`config.mk`:
```
export PLATFORM = sky130hd
export DESIGN_NAME = axi_burst_read_responder_flat
export DESIGN_NICKNAME = d
export VERILOG_FILES = /design/src/rtl/axi_burst_read_responder_if.sv /design/src/rtl/axi_burst_read_responder.sv /design/src/flat_wrapper.sv
export SDC_FILE = /design/constraint.sdc
export NUM_CORES = 1
export LEC_CHECK = 0
export CAP_MARGIN = 20
export CELL_PAD_IN_SITES_DETAIL_PLACEMENT = 0
export CELL_PAD_IN_SITES_GLOBAL_PLACEMENT = 1
export CORE_MARGIN = 8
export CORE_UTILIZATION = 43
export CTS_BUF_LIST = sky130_fd_sc_hd__clkbuf_16
export DETAILED_ROUTE_END_ITERATION = 12
export PLACE_DENSITY = 0.9
export SKIP_LAST_GASP = 1
export SYNTH_ARGS = -nofsm -noshare
export SYNTH_HDL_FRONTEND = slang
export SYNTH_SLANG_ARGS = --single-unit
export TNS_END_PERCENT = 1
```
`constraint.sdc`:
```
create_clock -name clk -period 5.4 [get_ports clk]
set_input_delay 0.54 -clock clk [delete_from_list [all_inputs] [get_ports clk]]
set_output_delay 0.54 -clock clk [all_outputs]
set_load 0.01 [all_outputs]
```
`src/rtl/axi_burst_read_responder_if.sv`:
```
// Bundle of the AR/R channel and backing-memory signals of the line-fill responder.
// Signal names are seen from the responder side: i_* are driven into it, o_* come out of it.
interface axi_burst_read_responder_if #(
    parameter int unsigned AXI_DATA_WIDTH = 32,
    parameter int unsigned AXI_ADDR_WIDTH = 32,
    parameter int unsigned BLOCK_WIDTH    = 512
);
    logic                      i_arvalid;
    logic                      o_arready;
    logic [AXI_ADDR_WIDTH-1:0] i_araddr;
    logic [7:0]                i_arlen;
    logic                      o_mem_req;
    logic [AXI_ADDR_WIDTH-1:0] o_mem_addr;
    logic                      i_mem_ack;
    logic [BLOCK_WIDTH-1:0]    i_mem_block;
    logic                      o_rvalid;
    logic                      i_rready;
    logic [AXI_DATA_WIDTH-1:0] o_rdata;
    logic [1:0]                o_rresp;
    logic                      o_rlast;

    modport slave (
        input  i_arvalid, i_araddr, i_arlen, i_mem_ack, i_mem_block, i_rready,
        output o_arready, o_mem_req, o_mem_addr, o_rvalid, o_rdata, o_rresp, o_rlast
    );

    modport master (
        output i_arvalid, i_araddr, i_arlen, i_mem_ack, i_mem_block, i_rready,
        input  o_arready, o_mem_req, o_mem_addr, o_rvalid, o_rdata, o_rresp, o_rlast
    );
endinterface

```
`src/rtl/axi_burst_read_responder.sv`:
```
// Memory-side AXI4 read-burst responder: fetches a whole cache line in one backing access
// and streams it out LSB word first; any length other than one full line gets SLVERR beats.
module axi_burst_read_responder #(
    parameter int unsigned AXI_DATA_WIDTH = 32,
    parameter int unsigned AXI_ADDR_WIDTH = 32,
    parameter int unsigned BLOCK_WIDTH    = 512
) (
    input logic                       clk,
    input logic                       arstn,
    axi_burst_read_responder_if.slave bus
);
    localparam int unsigned BEATS    = BLOCK_WIDTH / AXI_DATA_WIDTH;
    localparam int unsigned OFFS     = $clog2(BLOCK_WIDTH / 8);
    localparam logic [7:0]  LastBeat = 8'(BEATS - 1);

    typedef enum logic [1:0] {StIdle, StFetch, StSend, StErr} state_e;

    state_e                    state_q;
    logic [7:0]                len_q;
    logic [7:0]                beat_cnt_q;
    logic [BLOCK_WIDTH-1:0]    buf_q;
    logic                      mem_req_q;
    logic [AXI_ADDR_WIDTH-1:0] mem_addr_q;
    logic                      rvalid_q;
    logic                      rlast_q;
    logic [1:0]                rresp_q;

    logic ar_hs;
    logic r_hs;
    logic unused_addr_bits;

    assign ar_hs            = bus.i_arvalid && (state_q == StIdle);
    assign r_hs             = rvalid_q && bus.i_rready;
    assign unused_addr_bits = ^bus.i_araddr[OFFS-1:0];

    always_ff @(posedge clk or negedge arstn) begin
        if (!arstn) begin
            state_q    <= StIdle;
            len_q      <= '0;
            beat_cnt_q <= '0;
            buf_q      <= '0;
            mem_req_q  <= 1'b0;
            mem_addr_q <= '0;
            rvalid_q   <= 1'b0;
            rlast_q    <= 1'b0;
            rresp_q    <= 2'b00;
        end else begin
            unique case (state_q)
                StIdle: begin
                    if (ar_hs) begin
                        len_q      <= bus.i_arlen;
                        mem_addr_q <= {bus.i_araddr[AXI_ADDR_WIDTH-1:OFFS], {OFFS{1'b0}}};
                        beat_cnt_q <= '0;
                        if (bus.i_arlen == LastBeat) begin
                            state_q   <= StFetch;
                            mem_req_q <= 1'b1;
                        end else begin
                            // Error beats carry zero data, so the buffer is cleared here.
                            state_q  <= StErr;
                            buf_q    <= '0;
                            rvalid_q <= 1'b1;
                            rresp_q  <= 2'b10;
                            rlast_q  <= (bus.i_arlen == 8'd0);
                        end
                    end
                end
                StFetch: begin
                    if (bus.i_mem_ack) begin
                        state_q    <= StSend;
                        buf_q      <= bus.i_mem_block;
                        beat_cnt_q <= '0;
                        mem_req_q  <= 1'b0;
                        rvalid_q   <= 1'b1;
                        rresp_q    <= 2'b00;
                        rlast_q    <= (len_q == 8'd0);
                    end
                end
                StSend, StErr: begin
                    if (r_hs) begin
                        buf_q <= buf_q >> AXI_DATA_WIDTH;
                        if (beat_cnt_q == len_q) begin
                            state_q  <= StIdle;
                            rvalid_q <= 1'b0;
                            rlast_q  <= 1'b0;
                            rresp_q  <= 2'b00;
                        end else begin
                            beat_cnt_q <= beat_cnt_q + 8'd1;
                            rlast_q    <= ((beat_cnt_q + 8'd1) == len_q);
                        end
                    end
                end
                default: state_q <= StIdle;
            endcase
        end
    end

    assign bus.o_arready  = (state_q == StIdle);
    assign bus.o_mem_req  = mem_req_q;
    assign bus.o_mem_addr = mem_addr_q;
    assign bus.o_rvalid   = rvalid_q;
    assign bus.o_rdata    = buf_q[AXI_DATA_WIDTH-1:0];
    assign bus.o_rresp    = rresp_q;
    assign bus.o_rlast    = rlast_q;
endmodule

```
`src/flat_wrapper.sv`:
```
// flat-port wrapper written by rule: the top's interface ports become plain ports
module axi_burst_read_responder_flat 
#(
    parameter int unsigned AXI_DATA_WIDTH = 32,
    parameter int unsigned AXI_ADDR_WIDTH = 32,
    parameter int unsigned BLOCK_WIDTH    = 512
)
  (clk, arstn, bus_i_arvalid, bus_i_araddr, bus_i_arlen, bus_i_mem_ack, bus_i_mem_block, bus_i_rready, bus_o_arready, bus_o_mem_req, bus_o_mem_addr, bus_o_rvalid, bus_o_rdata, bus_o_rresp, bus_o_rlast);
  axi_burst_read_responder_if #(.AXI_DATA_WIDTH(AXI_DATA_WIDTH), .AXI_ADDR_WIDTH(AXI_ADDR_WIDTH), .BLOCK_WIDTH(BLOCK_WIDTH)) bus_i ();
  input logic clk;
  input logic arstn;
  input wire logic [$bits(bus_i.i_arvalid)-1:0] bus_i_arvalid;
  input wire logic [$bits(bus_i.i_araddr)-1:0] bus_i_araddr;
  input wire logic [$bits(bus_i.i_arlen)-1:0] bus_i_arlen;
  input wire logic [$bits(bus_i.i_mem_ack)-1:0] bus_i_mem_ack;
  input wire logic [$bits(bus_i.i_mem_block)-1:0] bus_i_mem_block;
  input wire logic [$bits(bus_i.i_rready)-1:0] bus_i_rready;
  output wire logic [$bits(bus_i.o_arready)-1:0] bus_o_arready;
  output wire logic [$bits(bus_i.o_mem_req)-1:0] bus_o_mem_req;
  output wire logic [$bits(bus_i.o_mem_addr)-1:0] bus_o_mem_addr;
  output wire logic [$bits(bus_i.o_rvalid)-1:0] bus_o_rvalid;
  output wire logic [$bits(bus_i.o_rdata)-1:0] bus_o_rdata;
  output wire logic [$bits(bus_i.o_rresp)-1:0] bus_o_rresp;
  output wire logic [$bits(bus_i.o_rlast)-1:0] bus_o_rlast;
  assign bus_i.i_arvalid = bus_i_arvalid;
  assign bus_i.i_araddr = bus_i_araddr;
  assign bus_i.i_arlen = bus_i_arlen;
  assign bus_i.i_mem_ack = bus_i_mem_ack;
  assign bus_i.i_mem_block = bus_i_mem_block;
  assign bus_i.i_rready = bus_i_rready;
  assign bus_o_arready = bus_i.o_arready;
  assign bus_o_mem_req = bus_i.o_mem_req;
  assign bus_o_mem_addr = bus_i.o_mem_addr;
  assign bus_o_rvalid = bus_i.o_rvalid;
  assign bus_o_rdata = bus_i.o_rdata;
  assign bus_o_rresp = bus_i.o_rresp;
  assign bus_o_rlast = bus_i.o_rlast;
  axi_burst_read_responder #(.AXI_DATA_WIDTH(AXI_DATA_WIDTH), .AXI_ADDR_WIDTH(AXI_ADDR_WIDTH), .BLOCK_WIDTH(BLOCK_WIDTH)) u_core (.clk(clk), .arstn(arstn), .bus(bus_i));
endmodule
```
==> summary.txt, run 1 <==
Global route
  • Initial antenna violation count: 50
  • GR Util All Layers: 23.9%
  • First-pass GRT wire length: between 100 and 150 mm
  • Largest net degree at the start of global routing: 230
  • Final global-route overflow total: 0
  • Vias in the first global route: 22,800

Timing
  • Actual slew at the worst max-slew pin: ~1200 ps
  • Slew headroom: 21.0%
  • Final-report hold violation count: 0
  • RSZ-0062 raised after global routing: false
  • Setup TNS: 0 ps
  • Pins over their slew limit: 0
  • Skew final: 15.0 ps
  • Post-layout min period: 3320 ps
  • Fin crit share: between 60% and 70%
  • Peak Freq: 0.301 GHz
  • Final setup viols: 0

Status
  • Status: finished clean

Setup path
  • Required @ worst endpoint: 5930 ps
  • Critical Path Fanout Max: 48
  • Reg2reg path depth: 6
  • Crit start category: flip-flop
  • Crit path arrival time: 3850 ps
  • Crit end category: flip-flop
  • Crit Path Class: flip-flop to flip-flop

Clock tree
  • Post_cts resized: 0
  • CTS clk-pin slew, worst paths: 60 ps
  • H-tree Lvls: 2
  • Total CTS buffers: 60
  • Clk sink count: 560
  • CTS Buffer Depth: 3
  • Root Buffer: clkbuf_16
  • Clock Latency Late Sink: 610 ps
  • Setup Fix Bufs, Post-CTS: 0
  • CTS tree: yes
  • Hold_buf cts: 1

Yosys
  • Area leader, netlist: dfrtp_1
  • Synth unique cells: 44
  • Top-area cell type share of the netlist area: 50.7%
  • Predominant post-synthesis flop cell: dfrtp_1
  • Count leader, synth: nor2_1
  • Mapped Area: 27,700 um^2
  • YS warnings: 0
  • Syn Inst Count: 2,508
  • Synth async-reset ratio: 100%
  • Number of synthesized flops with an enable pin: 0
  • Synth Area per Inst: about 11 um^2
  • Top cells by area, synth: dfrtp_1 (51%), a221oi_2 (24%), nor2_1 (13%)
  • Seq/Total Area, Yosys: roughly 51%
  • Synth Register Bits: 560
  • Synth top cells by count: nor2_1 (965), dfrtp_1 (560), a221oi_2 (437)

Route
  • DRT Wirelength: 90.6 mm
  • Routed Antenna Nets: 0
  • DRT iter0 DRCs: 1,918
  • Drt first pass iters: 5
  • Vias per cell: 5.58
  • Via count: around 22,000
  • # DRC: 0
  • Wire per inst: about 23 um

Layout
  • P&R area growth vs syn: 29.5%
  • Nets: 3,520
  • Layout filler cell count: ~5,500
  • Post-Layout Inst Area: ~36,000 um^2
  • Share of cells above drive strength 1: 20.0%

Die
  • Die height: 270 um
  • Die Area: 72,700 um^2
  • Die width: 270 um
  • Core footprint: 64,000 um^2
  • Num ports: around 630
  • Rows: a little over 90
  • Initial core utilization: approximately 43%

Min path
  • HP Class: flip-flop to flip-flop
  • Hold Crit Depth: 2

Power
  • Pwr Density: 241 nW/um^2
  • Leak: 17.3 nW
  • Maximum vdd drop: 223 uV

Place
  • Gp weighted congestion: 0.899
  • Area after DPL: 33,900 um^2
  • Hpwl dp: 63.9 mm
  • IO Port Bufs: between 600 and 700

Flow run
  • MaxCap Viol Count: 0
[placed cells by master (no fill, tap or decap), drive strengths merged, types with 2 or more instances in the layout]
| cell | instances |
|---|---|
| a221oi | 481 |
| a2111oi | 5 |
| diode | 27 |
| nand3 | 38 |
| nor4 | 5 |
| xor2 | 8 |
| o21ai | 8 |
| inv | 20 |
| and3 | 3 |
| clkinvlp | 2 |
| clkbuf | 61 |
| mux2 | 35 |
| nand4 | 2 |
| dfrtp | 560 |
| buf | 46 |
| xnor2 | 9 |
| clkdlybuf4s50 | 612 |
| clkinv | 21 |
| and2 | 2 |
| nand3b | 2 |
| bufinv | 4 |
| a211oi | 4 |
| nor2 | 965 |
| a21oi | 4 |
| nand2 | 80 |
| conb | 7 |
| o21bai | 2 |
| or3 | 2 |
| nor3 | 3 |
[metal layers]
| layer | vias up | wire [um] | global-route usage (%) |
|---|---|---|---|
| met4 | 44 | 3220 | 9.22 |
| li1 | 9968 | - | - |
| met1 | 10800 | 36100 | 29.0 |
| met3 | 186 | 6390 | 6.86 |
| met2 | 713 | 44600 | 39.9 |
| met5 | - | 271 | 0 |
[per-stage QoR]
| step | std cells | util [%] | worst slack (ps) | total power [mW] | hold WS, ps |
|---|---|---|---|---|---|
| 6_report | 3886 | 56.0 | 2080 | 8.64 | 470 |
| 3_5_place_dp | 3754 | 53.0 | 1970 | 4.83 | 459 |
| 4_1_cts | 3859 | 55.9 | 2110 | 8.74 | 427 |
| 3_3_place_gp | 3754 | 53.0 | 2070 | 4.82 | 450 |
| 5_1_grt | 3881 | 56.0 | 1910 | 8.93 | 452 |
| 2_1_floorplan | 2514 | - | 3350 | 4.29 | 244 |
[sequential cells by signal (all words and copies together), names as in the netlist]
name and count:
u_core.bus.o_rvalid 1, u_core.bus.o_rlast 1, u_core.bus.o_rresp 1, u_core.state_q 2, u_core.bus.o_mem_addr 26, u_core.bus.o_mem_req 1
u_core.beat_cnt_q 8, u_core.len_q 8, u_core.buf_q 512
[cell families after synthesis]
| logic type | share of synthesized area [%] |
|---|---|
| simple gates | 15.5 |
| compound gates | 25.9 |
| buf+inv | 5.85 |
| fa+ha+maj | 0.0452 |
| other cells | 0.0136 |
| mux | 1.46 |
| xor+xnor | 0.538 |
| flops | 50.7 |
[cell type report]
class                   instances  area [um^2]  share of cell area (%)
multi-input cells            1677        12100                    33.7
clock buffers                  61         1530                    4.26
clock inverters                43          289                   0.807
well taps                     855         1070                    2.99
repair buffers                659         6780                    18.9
diodes                         27         67.6                   0.189
inverters                       4         15.0                  0.0419
flip-flops and latches        560        14000                    39.1
[path summary, 6_finish.rpt]
check                                  start                end  slack [ps]
max                        u_core.state_q[1]  u_core.buf_q[164]        2080
min                        u_core.buf_q[489]  u_core.buf_q[489]         470
max reg2reg                u_core.state_q[1]  u_core.buf_q[164]        2080
min reg2reg                u_core.buf_q[489]  u_core.buf_q[489]         470
max in group asynchronous              arstn  u_core.state_q[1]        3480
min in group asynchronous              arstn  u_core.buf_q[206]         540
[worst max-delay path: stages, from the launching register on]
cell and delay (ps):
dfrtp_4 810, inv_1 350, a21oi_1 420, or3_4 850
buf_12 390, a221oi_2 120, nor2_1 150
[report_power, final]
part / switching (mW) / internal, mW / leakage [nW]
Sequential: 0 / 4.20 / 7.81
Clock: 1.68 / 2.21 / 0.935
Combinational: 0.190 / 0.364 / 8.54
No activity file was read; power rests on OpenSTA's default activity.
==> run 2: changes to the inputs <==
--- a/config.mk
+++ b/config.mk
@@ -9,10 +9,10 @@
 export CELL_PAD_IN_SITES_DETAIL_PLACEMENT = 0
 export CELL_PAD_IN_SITES_GLOBAL_PLACEMENT = 1
 export CORE_MARGIN = 8
-export CORE_UTILIZATION = 43
+export CORE_UTILIZATION = 40
 export CTS_BUF_LIST = sky130_fd_sc_hd__clkbuf_16
 export DETAILED_ROUTE_END_ITERATION = 12
-export PLACE_DENSITY = 0.9
+export PLACE_DENSITY = 0.84
 export SKIP_LAST_GASP = 1
 export SYNTH_ARGS = -nofsm -noshare
 export SYNTH_HDL_FRONTEND = slang
==> constraint.sdc (replaced) <==
create_clock -name clk -period 3.2 [get_ports clk]
set_input_delay 0.32 -clock clk [delete_from_list [all_inputs] [get_ports clk]]
set_output_delay 0.32 -clock clk [all_outputs]
set_load 0.01 [all_outputs]
==> summary.txt, run 2 (synthesis results as in run 1) <==
Clock tree
  • Clk sink count: 560 (unchanged)
  • Setup Fix Bufs, Post-CTS: 0 (unchanged)
  • Clock Latency Late Sink: 620 ps (about the same)
  • CTS clk-pin slew, worst paths: 60 ps (about the same)
  • Root Buffer: clkbuf_16
  • Post_cts resized: 0 (unchanged)
  • CTS tree: yes
  • H-tree Lvls: 2 (unchanged)
  • Total CTS buffers: 60 (unchanged)
  • Hold_buf cts: 1 (unchanged)
  • CTS Buffer Depth: 3 (unchanged)

Setup path
  • Worst R2R Setup Slack: 710 ps (-1370 ps)
  • Slowest stage cell, crit path: dfrtp_4
  • Required @ worst endpoint: 3690 ps (-2240 ps)
  • Crit Path Class: flip-flop to flip-flop
  • Crit end category: flip-flop
  • Crit start category: flip-flop
  • Critical Path Max Stage Delay: 520 ps (-330 ps)
  • Critical Path Fanout Max: 24 (-50%)
  • Worst reg2reg path startpoint: u_core.state_q[1]
  • RR Endpoint: u_core.buf_q[244]
  • Reg2reg path depth: 7 (+1)
  • CP cell instances: inv_1 -> a21oi_1 -> or3_4 -> buf_12 -> buf_4 -> a221oi_2 -> nor2_1
  • Crit path arrival time: 2980 ps (-870 ps)

Place
  • DP Cell Count: 3,880 (+3.4%)
  • Pre-CTS setup slack: 368 ps (-1610 ps)
  • Gp weighted congestion: 0.877 (-2.5%)
  • Area after DPL: 34,600 um^2 (+1.9%)
  • Hpwl dp: 68.4 mm (+7.0%)
  • IO Port Bufs: 613 (unchanged)

Route
  • Vias per cell: 5.48 (-1.9%)
  • Drt first pass iters: 6 (+1)
  • # DRC: 0 (unchanged)
  • Wire per inst: 23.1 um (-0.98%)
  • DRT iter0 DRCs: 1,535 (-20%)
  • Routed Antenna Nets: 0 (unchanged)
  • Via count: 22,000 (+1.4%)
  • DRT Wirelength: 92.7 mm (+2.3%)

Layout
  • Leading cell type in the layout, fill and taps excluded: nor2_1
  • Nets: 3,570 (+1.4%)
  • P&R area growth vs syn: 32.0%
  • Layout Cells excl Fill: 4,015 (+3.3%)
  • Register with the most flip-flops: u_core.buf_q
  • Max FFs per register: 512 (unchanged)
  • Layout filler cell count: 5,948 (+8.8%)
  • Sequential Area: 14,000 um^2 (unchanged)
  • Post-Layout Inst Area: 36,500 um^2 (+1.9%)
  • Most frequent cells in the layout: nor2_1 (964), clkdlybuf4s50_1 (612), dfrtp_1 (559)
  • Share of cells above drive strength 1: 21.7% (+1.7 points)
  • Area of the multi-input gates: 12,100 um^2 (unchanged)

Min path
  • Hold EP: u_core.buf_q[511]
  • Hold Crit Depth: 3 (+1)
  • Hold wc startpoint: bus_i_mem_block[511]
  • HP Class: primary input to flip-flop

Die
  • Initial core utilization: 40.3% (-2.9 points)
  • Die height: 279 um (+3.5%)
  • Die Area: 77,800 um^2 (+7.0%)
  • Core footprint: 68,600 um^2 (+7.2%)
  • Num ports: 627 (unchanged)
  • Die width: 279 um (+3.5%)
  • Rows: 96 (+3.2%)

Timing
  • Hold WS: 246 ps (-224 ps)
  • Final WS setup: 708 ps (-1370 ps)
  • RSZ-0062 raised after global routing: false
  • Slew headroom: 24.3% (+3.3 points)
  • Pins over their slew limit: 0 (unchanged)
  • Skew final: 21.4 ps (+6.37 ps)
  • Post-layout min period: 2490 ps (-832 ps)
  • Actual slew at the worst max-slew pin: 1140 ps (-49.4 ps)
  • Final setup viols: 0 (unchanged)
  • Peak Freq: 0.401 GHz (+33%)
  • Setup TNS: 0 ps (unchanged)
  • Fin crit share: 77.9% (+16 points)
  • Final-report hold violation count: 0 (unchanged)

Global route
  • Initial antenna violation count: 37 (-26%)
  • First-pass GRT wire length: 140 mm (+1.4%)
  • Largest net degree at the start of global routing: 158 (-31%)
  • Vias in the first global route: 22,900 (+0.59%)
  • GR Util All Layers: 22.8% (-1.0 points)
  • Final global-route overflow total: 0 (unchanged)

Power
  • Pwr Density: 404 nW/um^2 (+68%)
  • Leak: 17.6 nW (+1.8%)
  • Maximum vdd drop: 441 uV (+98%)

Status
  • Status: finished clean

Flow run
  • MaxCap Viol Count: 0 (unchanged)
[run 2: cell count changes in the layout (fill, tap and decap cells not counted), sizes merged]
cell / before / now
inv: 20 / 17
clkinvlp: 2 / 6
buf: 46 / 96
diode: 27 / 23
clkinv: 21 / 27
[run 2: final cells by class]
class / instances / area share [%]
clock inverter: 50 / 0.942
timing repair buffer: 709 / 20.1
sequential: 560 / 38.4
clock buffer: 61 / 4.18
tap: 931 / 3.19
multi-input combinational: 1677 / 33.1
inverter: 4 / 0.0411
antenna: 23 / 0.158
[run 2: critical path, delay by kind of cell (launching register included)]
family                 cells  cell delay [ps]
buffers and inverters      3              700
and+or+nand+nor            2              600
AOI/OAI and AO/OA          2              490
DFF                        1              520
[run 2: worst max path at each step]
stage | end | slack, ps | cells past startpoint | startpoint
after global routing | u_core.buf_q[305] | 620 | 7 | u_core.state_q[1]
final | u_core.buf_q[244] | 710 | 7 | u_core.state_q[1]
after global placement | u_core.buf_q[205] | 380 | 9 | bus_i_arlen[5]
after floorplan | u_core.bus.o_rlast | 1330 | 6 | u_core.beat_cnt_q[5]
after detailed placement | u_core.buf_q[211] | 370 | 9 | bus_i_arlen[5]
after CTS | u_core.buf_q[206] | 710 | 8 | u_core.state_q[1]
[run 2: metal layers]
metal / wire (um) / part of all wire (%) / GRT usage (%) / vias to the layer above
li1: - / - / - / 10100
met1: 36800 / 40 / 27.8 / 11100
met2: 46300 / 50 / 39.1 / 697
met3: 6640 / 7.2 / 6.18 / 160
met4: 2810 / 3.0 / 7.55 / 28
met5: 194 / 0.21 / 0 / -
[run 2: power by group]
part	total, mW	switching (mW)	internal, mW
Combinational	0.966	0.340	0.626
Sequential	7.08	0	7.08
Clock	6.72	2.96	3.76
Total	14.8	3.30	11.5
[run 2: per-stage QoR]
step	power (mW)	utilization (%)
final	14.8	53.3
after global routing	15.3	53.2
after CTS	14.9	53.2
after detailed placement	8.18	50.4
after global placement	8.17	50.4
after floorplan	7.24	-
